===== src/rtl/seg_pkg.sv =====
// Shared glyph constants and per-digit record for the seven-segment scan capture.
// Glyph bit order is gfedcba, active-high.
package seg_pkg;

   localparam logic [6:0] GLYPH_0     = 7'h3F;
   localparam logic [6:0] GLYPH_1     = 7'h06;
   localparam logic [6:0] GLYPH_2     = 7'h5B;
   localparam logic [6:0] GLYPH_3     = 7'h4F;
   localparam logic [6:0] GLYPH_4     = 7'h66;
   localparam logic [6:0] GLYPH_5     = 7'h6D;
   localparam logic [6:0] GLYPH_6     = 7'h7D;
   localparam logic [6:0] GLYPH_7     = 7'h07;
   localparam logic [6:0] GLYPH_8     = 7'h7F;
   localparam logic [6:0] GLYPH_9     = 7'h6F;
   localparam logic [6:0] GLYPH_A     = 7'h77;
   localparam logic [6:0] GLYPH_B     = 7'h7C;
   localparam logic [6:0] GLYPH_C     = 7'h39;
   localparam logic [6:0] GLYPH_D     = 7'h5E;
   localparam logic [6:0] GLYPH_E     = 7'h79;
   localparam logic [6:0] GLYPH_F     = 7'h71;
   localparam logic [6:0] GLYPH_BLANK = 7'h00;

   localparam int SEG_DP = 7;

   typedef struct packed {
      logic [3:0] nibble;
      logic       blank;
      logic       dp;
      logic       err;
   } digit_rec_t;

   typedef enum logic {
      ST_COLLECT,
      ST_PUBLISH
   } cap_state_e;

endpackage


===== src/rtl/seg_glyph_decode.sv =====
// Combinational decode of one active-low segment pattern into a hex nibble.
// Blank and undecodable patterns both read back as nibble 0.
module seg_glyph_decode
   import seg_pkg::*;
(
   input  logic [7:0] y_i,
   output logic [3:0] nibble_o,
   output logic       blank_o,
   output logic       dp_o,
   output logic       err_o
);

   logic [6:0] seg;

   always_comb begin
      seg      = ~y_i[6:0];
      nibble_o = 4'h0;
      blank_o  = 1'b0;
      err_o    = 1'b0;
      dp_o     = ~y_i[SEG_DP];
      case (seg)
         GLYPH_0:     nibble_o = 4'h0;
         GLYPH_1:     nibble_o = 4'h1;
         GLYPH_2:     nibble_o = 4'h2;
         GLYPH_3:     nibble_o = 4'h3;
         GLYPH_4:     nibble_o = 4'h4;
         GLYPH_5:     nibble_o = 4'h5;
         GLYPH_6:     nibble_o = 4'h6;
         GLYPH_7:     nibble_o = 4'h7;
         GLYPH_8:     nibble_o = 4'h8;
         GLYPH_9:     nibble_o = 4'h9;
         GLYPH_A:     nibble_o = 4'hA;
         GLYPH_B:     nibble_o = 4'hB;
         GLYPH_C:     nibble_o = 4'hC;
         GLYPH_D:     nibble_o = 4'hD;
         GLYPH_E:     nibble_o = 4'hE;
         GLYPH_F:     nibble_o = 4'hF;
         GLYPH_BLANK: blank_o  = 1'b1;
         default:     err_o    = 1'b1;
      endcase
   end

endmodule


===== src/rtl/tube_scan_capture.sv =====
// Reconstructs the displayed hex frame from the multiplexed, active-low digit/segment
// scan lines: one sample per stable dwell, published once every digit has been seen.
module tube_scan_capture
   import seg_pkg::*;
#(
   parameter int STABLE_CYCLES = 4,
   parameter int NUM_DIGITS    = 8
) (
   input  logic                    clk,
   input  logic                    rst,
   input  logic [NUM_DIGITS-1:0]   dig,
   input  logic [7:0]              y,
   output logic [4*NUM_DIGITS-1:0] value,
   output logic [NUM_DIGITS-1:0]   blank_mask,
   output logic [NUM_DIGITS-1:0]   dp_mask,
   output logic [NUM_DIGITS-1:0]   err_mask,
   output logic                    frame_valid
);

   localparam int CNT_W = $clog2(STABLE_CYCLES + 1);
   localparam int IDX_W = $clog2(NUM_DIGITS);
   localparam int ZW    = $clog2(NUM_DIGITS + 1);
   localparam logic [CNT_W-1:0] CNT_MAX = CNT_W'(STABLE_CYCLES);

   logic [NUM_DIGITS+7:0]   prev_q;
   logic [CNT_W-1:0]        cnt_q, cnt_d;
   cap_state_e              state_q, state_d;
   logic [NUM_DIGITS-1:0]   seen_q, seen_d;
   logic [4*NUM_DIGITS-1:0] nib_sh_q, nib_sh_d;
   logic [NUM_DIGITS-1:0]   blank_sh_q, blank_sh_d;
   logic [NUM_DIGITS-1:0]   dp_sh_q, dp_sh_d;
   logic [NUM_DIGITS-1:0]   err_sh_q, err_sh_d;
   logic [4*NUM_DIGITS-1:0] value_q, value_d;
   logic [NUM_DIGITS-1:0]   blank_q, blank_d;
   logic [NUM_DIGITS-1:0]   dpm_q, dpm_d;
   logic [NUM_DIGITS-1:0]   errm_q, errm_d;
   logic                    fv_q, fv_d;

   logic [ZW-1:0]    zeros;
   logic [IDX_W-1:0] sel_idx;
   logic             one_cold;
   logic             same;
   logic             strobe;
   logic             go_pub;
   logic [3:0]       dec_nibble;
   logic             dec_blank, dec_dp, dec_err;

   seg_glyph_decode u_decode (
      .y_i      (y),
      .nibble_o (dec_nibble),
      .blank_o  (dec_blank),
      .dp_o     (dec_dp),
      .err_o    (dec_err)
   );

   always_comb begin
      zeros   = '0;
      sel_idx = '0;
      for (int i = 0; i < NUM_DIGITS; i++) begin
         if (!dig[i]) begin
            zeros   = zeros + ZW'(1);
            sel_idx = IDX_W'(i);
         end
      end
      one_cold = (zeros == ZW'(1));
   end

   // Strobe only on the transition into CNT_MAX, so a long dwell samples once.
   always_comb begin
      same = ({dig, y} == prev_q);
      if (same && one_cold) begin
         cnt_d = (cnt_q == CNT_MAX) ? CNT_MAX : cnt_q + 1'b1;
      end else begin
         cnt_d = one_cold ? CNT_W'(1) : '0;
      end
      strobe = (cnt_d == CNT_MAX) && !(same && (cnt_q == CNT_MAX));
   end

   always_comb begin
      nib_sh_d   = nib_sh_q;
      blank_sh_d = blank_sh_q;
      dp_sh_d    = dp_sh_q;
      err_sh_d   = err_sh_q;
      seen_d     = (state_q == ST_PUBLISH) ? '0 : seen_q;
      if (strobe) begin
         nib_sh_d[{sel_idx, 2'b00} +: 4] = dec_nibble;
         blank_sh_d[sel_idx]             = dec_blank;
         dp_sh_d[sel_idx]                = dec_dp;
         err_sh_d[sel_idx]               = dec_err;
         seen_d[sel_idx]                 = 1'b1;
      end
      go_pub  = (state_q == ST_COLLECT) && (&seen_d);
      state_d = go_pub ? ST_PUBLISH : ST_COLLECT;
      // Outputs load from the next-state shadows so the final digit is included.
      value_d = go_pub ? nib_sh_d   : value_q;
      blank_d = go_pub ? blank_sh_d : blank_q;
      dpm_d   = go_pub ? dp_sh_d    : dpm_q;
      errm_d  = go_pub ? err_sh_d   : errm_q;
      fv_d    = go_pub;
   end

   always_ff @(posedge clk or posedge rst) begin
      if (rst) begin
         prev_q     <= '0;
         cnt_q      <= '0;
         state_q    <= ST_COLLECT;
         seen_q     <= '0;
         nib_sh_q   <= '0;
         blank_sh_q <= '0;
         dp_sh_q    <= '0;
         err_sh_q   <= '0;
         value_q    <= '0;
         blank_q    <= '0;
         dpm_q      <= '0;
         errm_q     <= '0;
         fv_q       <= 1'b0;
      end else begin
         prev_q     <= {dig, y};
         cnt_q      <= cnt_d;
         state_q    <= state_d;
         seen_q     <= seen_d;
         nib_sh_q   <= nib_sh_d;
         blank_sh_q <= blank_sh_d;
         dp_sh_q    <= dp_sh_d;
         err_sh_q   <= err_sh_d;
         value_q    <= value_d;
         blank_q    <= blank_d;
         dpm_q      <= dpm_d;
         errm_q     <= errm_d;
         fv_q       <= fv_d;
      end
   end

   assign value       = value_q;
   assign blank_mask  = blank_q;
   assign dp_mask     = dpm_q;
   assign err_mask    = errm_q;
   assign frame_valid = fv_q;

endmodule


===== config.mk =====
export PLATFORM = sky130hd
export DESIGN_NAME = tube_scan_capture
export DESIGN_NICKNAME = d
export VERILOG_FILES = /design/src/rtl/seg_pkg.sv /design/src/rtl/seg_glyph_decode.sv /design/src/rtl/tube_scan_capture.sv
export SDC_FILE = /design/constraint.sdc
export NUM_CORES = 1
export LEC_CHECK = 0
export CAP_MARGIN = 25
export CORE_MARGIN = 2
export CORE_UTILIZATION = 40
export CTS_BUF_LIST = sky130_fd_sc_hd__clkbuf_16
export DETAILED_ROUTE_END_ITERATION = 16
export PLACE_DENSITY_LB_ADDON = 0.2
export RECOVER_POWER = 50
export SETUP_SLACK_MARGIN = 0.5
export SLEW_MARGIN = 20
export SYNTH_ARGS = -nofsm -noshare
export SYNTH_HDL_FRONTEND = slang
export SYNTH_HIERARCHICAL = 1
export SYNTH_SLANG_ARGS = --single-unit

===== constraint.sdc =====
create_clock -name clk -period 13.4 [get_ports clk]
set_input_delay 2.01 -clock clk [delete_from_list [all_inputs] [get_ports clk]]
set_output_delay 2.01 -clock clk [all_outputs]
set_load 0.01 [all_outputs]

**Yosys cells after proc, flatten, opt, wreduce, memory -nomap -nowiden**

Index checks and enable logic that the tools add are counted.
Widths: inputs -> output; s select.

- Add/subtract/negate cells: 9
- Multiply operators: 0
- Divide/modulo/power cells: 0
- Magnitude comparators: 2
- Equal/unequal tests: 20
- Shift-type cells: 2
- Muxes and demuxes: 34
- Bitwise operators: 4
- Reduce and logical (&&, ||, !) cells: 9

Operators by type and width:

| operator | number |
|---|---|
| $eq 7x7->1 const B | 12 |
| $pmux 4 s15 | 1 |
| $mux 8 | 5 |
| $bwmux 32 | 1 |
| $mux 32 | 1 |
| $shift 4x7->32 const A | 1 |
| $shiftx 4x7->32 | 1 |
| $add 4x1->4 const B | 7 |
| $mux 4 | 7 |
| $bwmux 8 | 3 |
| $mux 3 | 8 |
| $reduce_or 17->1 | 1 |
| $eq 16x16->1 | 1 |
| $eq 7x3->1 const B | 2 |
| $eq 7x6->1 const B | 2 |
| $or 8x8->8 | 1 |
| $reduce_and 8->1 | 1 |
| $logic_not 7->1 | 1 |
| $mux 1 | 7 |
| $neg 5->7 | 1 |
| $not 7->7 | 1 |
| $eq 3x3->1 const B | 2 |
| $logic_and 1x1->1 | 5 |
| $eq 4x1->1 const B | 1 |
| 6 further kinds | 7 |

- Bits in registers: 141
- Bits in latches: 0
- Bits in writable memories: 0
- ROM bits: 0
- Bits of input ports: 18
- Output and inout port bits: 57
- Memories: 0

**Logic depth before layout (Yosys ltp)**

Gate-level depths: netlist of the first run.

- Depth after elaboration: 24
- Depth in mapped cells: 26

**Modules after synthesis**

Netlist of the first run, hierarchy kept.

Modules (own cells, without submodules):

| module | instances | cells each | area an instance (um^2) | seq. area each (um^2) |
|---|---|---|---|---|
| tube_scan_capture | 1 | 466 | 6291.0 | 3503.4 |
| seg_glyph_decode | 1 | 58 | 411.6 | 0.0 |

**Worst setup path before layout of the first run**

OpenSTA, ideal clock, no wires.

- Path type: input-to-reg
- Start: input port dig[1]
- End: register value_q[10], in the netlist value[10]
- Setup time: 0.127 ns
- Data arrival time: 7.865 ns
- Required time: 13.273 ns
- Setup slack: 5.407 ns
- Stages on the path: 26
- Path buffers: 3
- Path through: inv_1 -> ha_1 -> xnor2_1 -> ha_1 -> mux2_2 -> ha_1 -> nor2b_1 -> a311o_1 -> ha_1 -> nor2b_1 -> a21o_1 -> ha_1 -> nor2b_1 -> a221o_1 -> ha_1 -> or3_1 -> nand2b_1 -> o31ai_2 -> nand4bb_1 -> buf_2 -> nor3b_1 -> a22oi_1 -> a2111oi_4 -> buf_6 -> buf_6 -> mux2_1

- Longest elaborated chain between the ends: 21

Ends and longest elaborated chain:

| element | line | text |
|---|---|---|
| from (decl) | tube_scan_capture.sv:11 | `input logic [NUM_DIGITS-1:0] dig,` |
| $mux 4 | tube_scan_capture.sv:60 | `if (!dig[i]) begin` |
| $add 4x1->4 | tube_scan_capture.sv:61 | `zeros = zeros + ZW'(1);` |
| $mux 4 | tube_scan_capture.sv:60 |  |
| $add 4x1->4 | tube_scan_capture.sv:61 |  |
| $mux 4 | tube_scan_capture.sv:60 |  |
| $add 4x1->4 | tube_scan_capture.sv:61 |  |
| $mux 4 | tube_scan_capture.sv:60 |  |
| $add 4x1->4 | tube_scan_capture.sv:61 |  |
| (+5 left out) | n/a |  |
| $eq 4x1->1 | tube_scan_capture.sv:65 | `one_cold = (zeros == ZW'(1));` |
| $mux 1 / $logic_and 1x1->1 (equally long branches) | tube_scan_capture.sv:74, tube_scan_capture.sv:71 |  |
| $mux 3 | tube_scan_capture.sv:71 | `if (same && one_cold) begin` |
| $eq 3x3->1 | tube_scan_capture.sv:76 | `strobe = (cnt_d == CNT_MAX) && !(same && (cnt_q == CNT_MAX));` |
| $logic_and 1x1->1 | tube_scan_capture.sv:76 |  |
| $mux 8 | tube_scan_capture.sv:85 | `if (strobe) begin` |
| $reduce_and 8->1 | tube_scan_capture.sv:92 | `go_pub = (state_q == ST_COLLECT) && (&seen_d);` |
| $logic_and 1x1->1 | tube_scan_capture.sv:92 |  |
| to (signal assigned) | tube_scan_capture.sv:126 | `value_q <= value_d;` |
| to (decl) | tube_scan_capture.sv:33 | `logic [4*NUM_DIGITS-1:0] value_q, value_d;` |

Parallel ways exist; a longest one is shown, timed or not.
A chain may end at the register's enable or synchronous reset.

**Worst setup path in the final report of the first run**

- Start: input port dig[1]
- End: register value_q[30], in the netlist value[30]

Same word-level chain as after synthesis.

==> impl_metrics.tcl, run 1 <==
set metrics [dict create \
    status "finished, violations left" \
    violations "capacitance limit, slew limit" \
    netSwitchingFraction 0.249 \
    gr-total-overflow 0 \
    insertion_delay_ns 0.42 \
    yosysWarnings 6 \
    reg2reg_depth 9 \
    grt_max_degree 58 \
    crit_path_frequent_cell "ha_1" \
    synthTopCellsByArea "dfrtp_1 (52%), mux2_2 (9.7%), mux2_1 (8.7%), xnor2_1 (3.1%), ha_1 (2.6%)" \
    diodes 0 \
    p_comb_frac 0.104 \
    row_count 47 \
    p_switching_mw 0.240 \
    synth_seq_cells 140 \
    reg2reg_from "prev_q[13]" \
    pre_cts_ws_ns 3.30 \
    drv_slew 145 \
    ant_nets 0 \
    detail_route.first_pass.iterations 4 \
    rsz0062_at_grt "false" \
    intPower_mw 0.725 \
    dieArea_um2 17800 \
    cts_sinks 140 \
    async_flop_share 1.00 \
    clock_path_buffers 2 \
    power_frac_seq 0.444 \
    powerDensity_nw_per_um2 119 \
    clockPowerShare 0.452 \
    fmaxAchievable_mhz 102 \
    cp_max_fo 41 \
    synth_top_area_frac 0.523 \
    power_leakage_nw 3.88 \
    die_x_um 133 \
    track_usage 0.173 \
    finClkSkew_ns 0.00802 \
    rrSetupSlack_ns 8.59 \
    cts_hold_buf 0 \
    synth_nets 556 \
    clk_transition_reported_paths_ns 0.06 \
    drt_iter0_drc 315 \
    num_vias 4239 \
    ys_types 61 \
    drive_above_1_share 0.167 \
    hold-path-cell-count 2 \
    start_util 0.407 \
    cts_tree "done" \
    hp-class "register to register" \
    gp_congestion 0.813 \
    io_buffer_count 74 \
    synthesis.area_um2 6700 \
    setup_violations 0 \
    grt_pass1_vias 4517 \
    timing.setup.tns_ns 0 \
    vdd_drop_max_v 0.0000832 \
    ioPinCount 75 \
    max_stage_delay_ns 0.80 \
    ys_top_cells_by_count "dfrtp_1 (140), mux2_2 (58), mux2_1 (52)" \
    worst_pin_slew_ns 2.91 \
    syn_inst 524 \
    yosysMostFrequentCell "dfrtp_1" \
    hp-start "blank_sh_q[0]" \
    area_growth_pct 21.0 \
    wl_um 14200 \
    yosysTopAreaCell "dfrtp_1" \
    cts_root_buf "clkbuf_16" \
    synth-main-ff-cell "dfrtp_1" \
    cap_violations 3 \
    slew_headroom -0.941 \
    nets 631 \
    hold_path_end "blank_sh_q[0]" \
    ctsResizeCount 0 \
    endpoint_kind "register" \
    hold_viol 0 \
    antenna_found_initial 0 \
    dp_hpwl_um 10100 \
    synth_edf_count 0 \
    critical_path_class "input pin to register" \
    yosysSeqAreaShare 0.523 \
    die_y_um 133 \
    nFillCells 1467 \
    h-tree-depth 4 \
    post-route-drc-count 0 \
    core-area_um2 16500 \
    start_kind "input pin" \
    routedWlPerCell_um 17.1 \
    worst_path_max_delay_cell "nor3b_1" \
    cts_setup_buffers 0 \
    via_per_inst 5.09 \
    min_period_over_period 0.729 \
    grt_first_pass_wirelength_um 24000 \
    cp.arrival_ns 10.07 \
    setup_slack_ns 3.64 \
    avgSynthCellArea_um2 12.8 \
    r2r_end "value[30]" \
    cts_buffers 17 \
    finalCriticalPeriod_ns 9.76 \
    cp.required_ns 13.70 \
]
[how the worst max path moves through the flow]
stage,start,endpoint,cells past startpoint
after global routing,dig[1],value[30],25
after global placement,dig[1],value[30],25
after CTS,dig[1],value[22],25
after detailed placement,dig[1],value[30],25
after floorplan,dig[1],value[10],26
final,dig[1],value[30],25
[power groups by stage]
stage	Combinational [mW]	Sequential (mW)	Clock (mW)
after CTS	0.104	0.428	0.450
after floorplan	0.0793	0.436	0
after detailed placement	0.103	0.436	0
after global routing	0.115	0.428	0.468
final	0.100	0.428	0.436
after global placement	0.0995	0.436	0
[cells in the final DEF (no fill, tap or decap), drive strengths merged, types with 7 or more instances in the layout]
cell	count
clkinvlp	7
mux2	110
nor2	10
nor2b	11
nand2	41
nor3b	7
a21oi	7
and2	10
nor3	13
ha	14
clkbuf	19
inv	21
xnor2	24
o21ai	8
dfrtp	140
clkdlybuf4s50	42
dlygate4sd3	32
[per-stage QoR]
step           instances  utilization  hold slack [ns]  total power [mW]  instance area [µm²]
3_3_place_gp         797        0.459            0.453             0.535                 7560
5_1_grt              832        0.493            0.496              1.01                 8110
2_1_floorplan        524            -            0.431             0.515                 6700
3_5_place_dp         800        0.461            0.463             0.539                 7600
4_1_cts              832        0.495            0.478             0.982                 8140
6_report             832        0.493            0.469             0.965                 8110
[final cells by class]
type	instances	area (µm²)	area share
flip-flops and latches	140	3500	0.432
repair buffers	79	768	0.0947
clock inverters	15	123	0.0151
well taps	220	275	0.0339
multi-input cells	342	2950	0.363
clock buffers	17	425	0.0524
inverters	19	72.6	0.00895
[cells by family (layout without fill, tap and decap cells)]
group	count (synthesis)	count (layout)	share of synthesized area
simple gates	137	137	0.116
fa+ha+maj	14	14	0.0261
mux	110	110	0.185
compound gates	49	49	0.0579
flops	140	140	0.523
xor+xnor	32	32	0.0543
buf+inv	42	130	0.0379
[critical path: cells and delay by family]
| kind | cells | cell delay, ns |
|---|---|---|
| and+or+nand+nor | 7 | 2.11 |
| AOI/OAI and AO/OA | 6 | 1.78 |
| adders and majority gates | 6 | 1.75 |
| buffers and inverters | 3 | 1.35 |
| muxes | 2 | 0.67 |
| xor gates and xnor gates | 1 | 0.38 |
[layer usage]
layer  vias up  track usage  wire [µm]
met5         -            0          0
met4         0       0.0508        147
met3        14       0.0415        493
met2        93        0.270       6750
met1      2119        0.241       6830
li1       2013            -          -
Note: power is estimated with default switching activity, not from simulation.
==> inputs of run 2 (changes only) <==
clock period = 8.9 ns   (was 13.4 ns; I/O delays follow)
==> impl_metrics.tcl, run 2 (synthesis gave the netlist of run 1 again) <==
set metrics [dict create \
    hold_viol 0 \
    antenna_found_initial 0 \
    finalCriticalPeriod_ns 8.10 \
    h-tree-depth 4 \
    drt_iter0_drc 251 \
    timing.setup.tns_ns 0 \
    placed_area_um2 7620 \
    finClkSkew_ns 0.00671 \
    die_x_um 133 \
    post-route-drc-count 0 \
    hp-start "blank_sh_q[0]" \
    cts_buffers 17 \
    cts_sinks 140 \
    multi_input_area_um2 2960 \
    layout_commonest_cell "dfrtp_1" \
    dp_hpwl_um 9970 \
    min_period_over_period 0.910 \
    start_kind "input pin" \
    core-area_um2 16500 \
    cp.required_ns 9.20 \
    worstSetupStartpoint "dig[1]" \
    insertion_delay_ns 0.42 \
    cts_tree "done" \
    gr-total-overflow 0 \
    max_stage_delay_ns 0.67 \
    ioPinCount 75 \
    nets 639 \
    fmaxAchievable_mhz 123 \
    detail_route.first_pass.iterations 6 \
    track_usage 0.170 \
    regArea_um2 3500 \
    start_util 0.407 \
    worst_pin_slew_ns 3.11 \
    hp-class "register to register" \
    power_leakage_nw 3.97 \
    clk_transition_reported_paths_ns 0.06 \
    ant_nets 0 \
    endpoint_kind "register" \
    cts_hold_buf 0 \
    cts_root_buf "clkbuf_16" \
    dieArea_um2 17800 \
    nFillCells 1439 \
    die_y_um 133 \
    powerDensity_nw_per_um2 183 \
    diodes 0 \
    setup_violations 0 \
    crit_path_frequent_cell "ha_1" \
    cap_violations 2 \
    num_vias 4354 \
    fin_area_um2 8270 \
    critical_path_class "input pin to register" \
    row_count 47 \
    area_growth_pct 23.3 \
    cp_top_family "adder cells" \
    io_buffer_count 74 \
    violations "capacitance limit, slew limit" \
    drv_slew 128 \
    via_per_inst 5.18 \
    cp.arrival_ns 8.40 \
    clock_path_buffers 2 \
    routedWlPerCell_um 17.4 \
    drive_above_1_share 0.185 \
    wl_um 14600 \
    cp_max_fo 20 \
    reg2reg_from "prev_q[13]" \
    status "finished, violations left" \
    rsz0062_at_grt "false" \
    grt_max_degree 77 \
    crit_buf_inv 4 \
    slew_headroom -1.07 \
    vdd_drop_max_v 0.000140 \
    grt_first_pass_wirelength_um 23500 \
    grt_pass1_vias 4559 \
    mostFrequentLayoutCells "dfrtp_1 (140), mux2_2 (58), mux2_1 (52)" \
    worst_path_max_delay_cell "dlygate4sd3_1" \
    gp_congestion 0.827 \
]
[run 2: metal layers]
layer | vias to the layer above | wire, µm | GRT usage | share of wire
met2 | 111 | 6860 | 0.267 | 0.47
met5 | - | 0 | 0 | 0
li1 | 2040 | - | - | -
met4 | 0 | 175 | 0.0514 | 0.012
met1 | 2185 | 6840 | 0.228 | 0.47
met3 | 18 | 718 | 0.0525 | 0.049
[run 2: worst paths after layout]
check                                end  slack (ns)  cells past startpoint
max in group asynchronous   nib_sh_q[14]        2.16                      4
setup reg to reg                value[9]        4.70                     12
setup / recovery                value[9]        0.80                     26
hold / removal             blank_sh_q[0]        0.47                      2
min in group asynchronous  blank_mask[5]        2.19                      2
hold reg to reg            blank_sh_q[0]        0.47                      2
[run 2: timing repair]
item	4_1_cts	5_1_grt
buffers inserted	0	2
endpoints found under the setup margin	0	56
resized for setup	0	5
[run 2: power by group]
part / leakage, nW / internal, mW / switching [mW]
Combinational: 1.78 / 0.0681 / 0.0846
Sequential: 1.90 / 0.642 / 0.00254
Clock: 0.299 / 0.440 / 0.276
Total: 3.97 / 1.15 / 0.363
[run 2: area by class of cell]
| class | count | area share |
|---|---|---|
| Clock inverter | 15 | 0.0210 |
| Timing Repair Buffer | 87 | 0.103 |
| Sequential cell | 140 | 0.424 |
| Tap cell | 220 | 0.0333 |
| Clock buffer | 17 | 0.0515 |
| Multi-Input combinational cell | 342 | 0.358 |
| Inverter | 19 | 0.00878 |
[run 2: worst reg2reg max path, stage by stage (launching register included)]
cell,delay [ns]
dfrtp_1,0.38
xnor2_1,0.18
nand4_1,0.17
nor4_1,0.90
nand2_1,0.11
o41a_1,0.39
or3_1,0.48
a21oi_1,0.23
o221ai_2,0.15
a2111oi_4,0.32
buf_4,0.19
buf_6,0.23
mux2_1,0.36
[run 2: through the flow]
step	hold WS (ns)	worst slack, ns	utilization	power (mW)	std cells
after floorplan	0.431	1.58	-	0.775	524
after detailed placement	0.451	0.200	0.463	0.811	804
final	0.471	0.803	0.502	1.51	840
after CTS	0.468	0.615	0.499	1.53	836
after global placement	0.449	0.513	0.462	0.805	803
after global routing	0.491	0.387	0.502	1.58	840
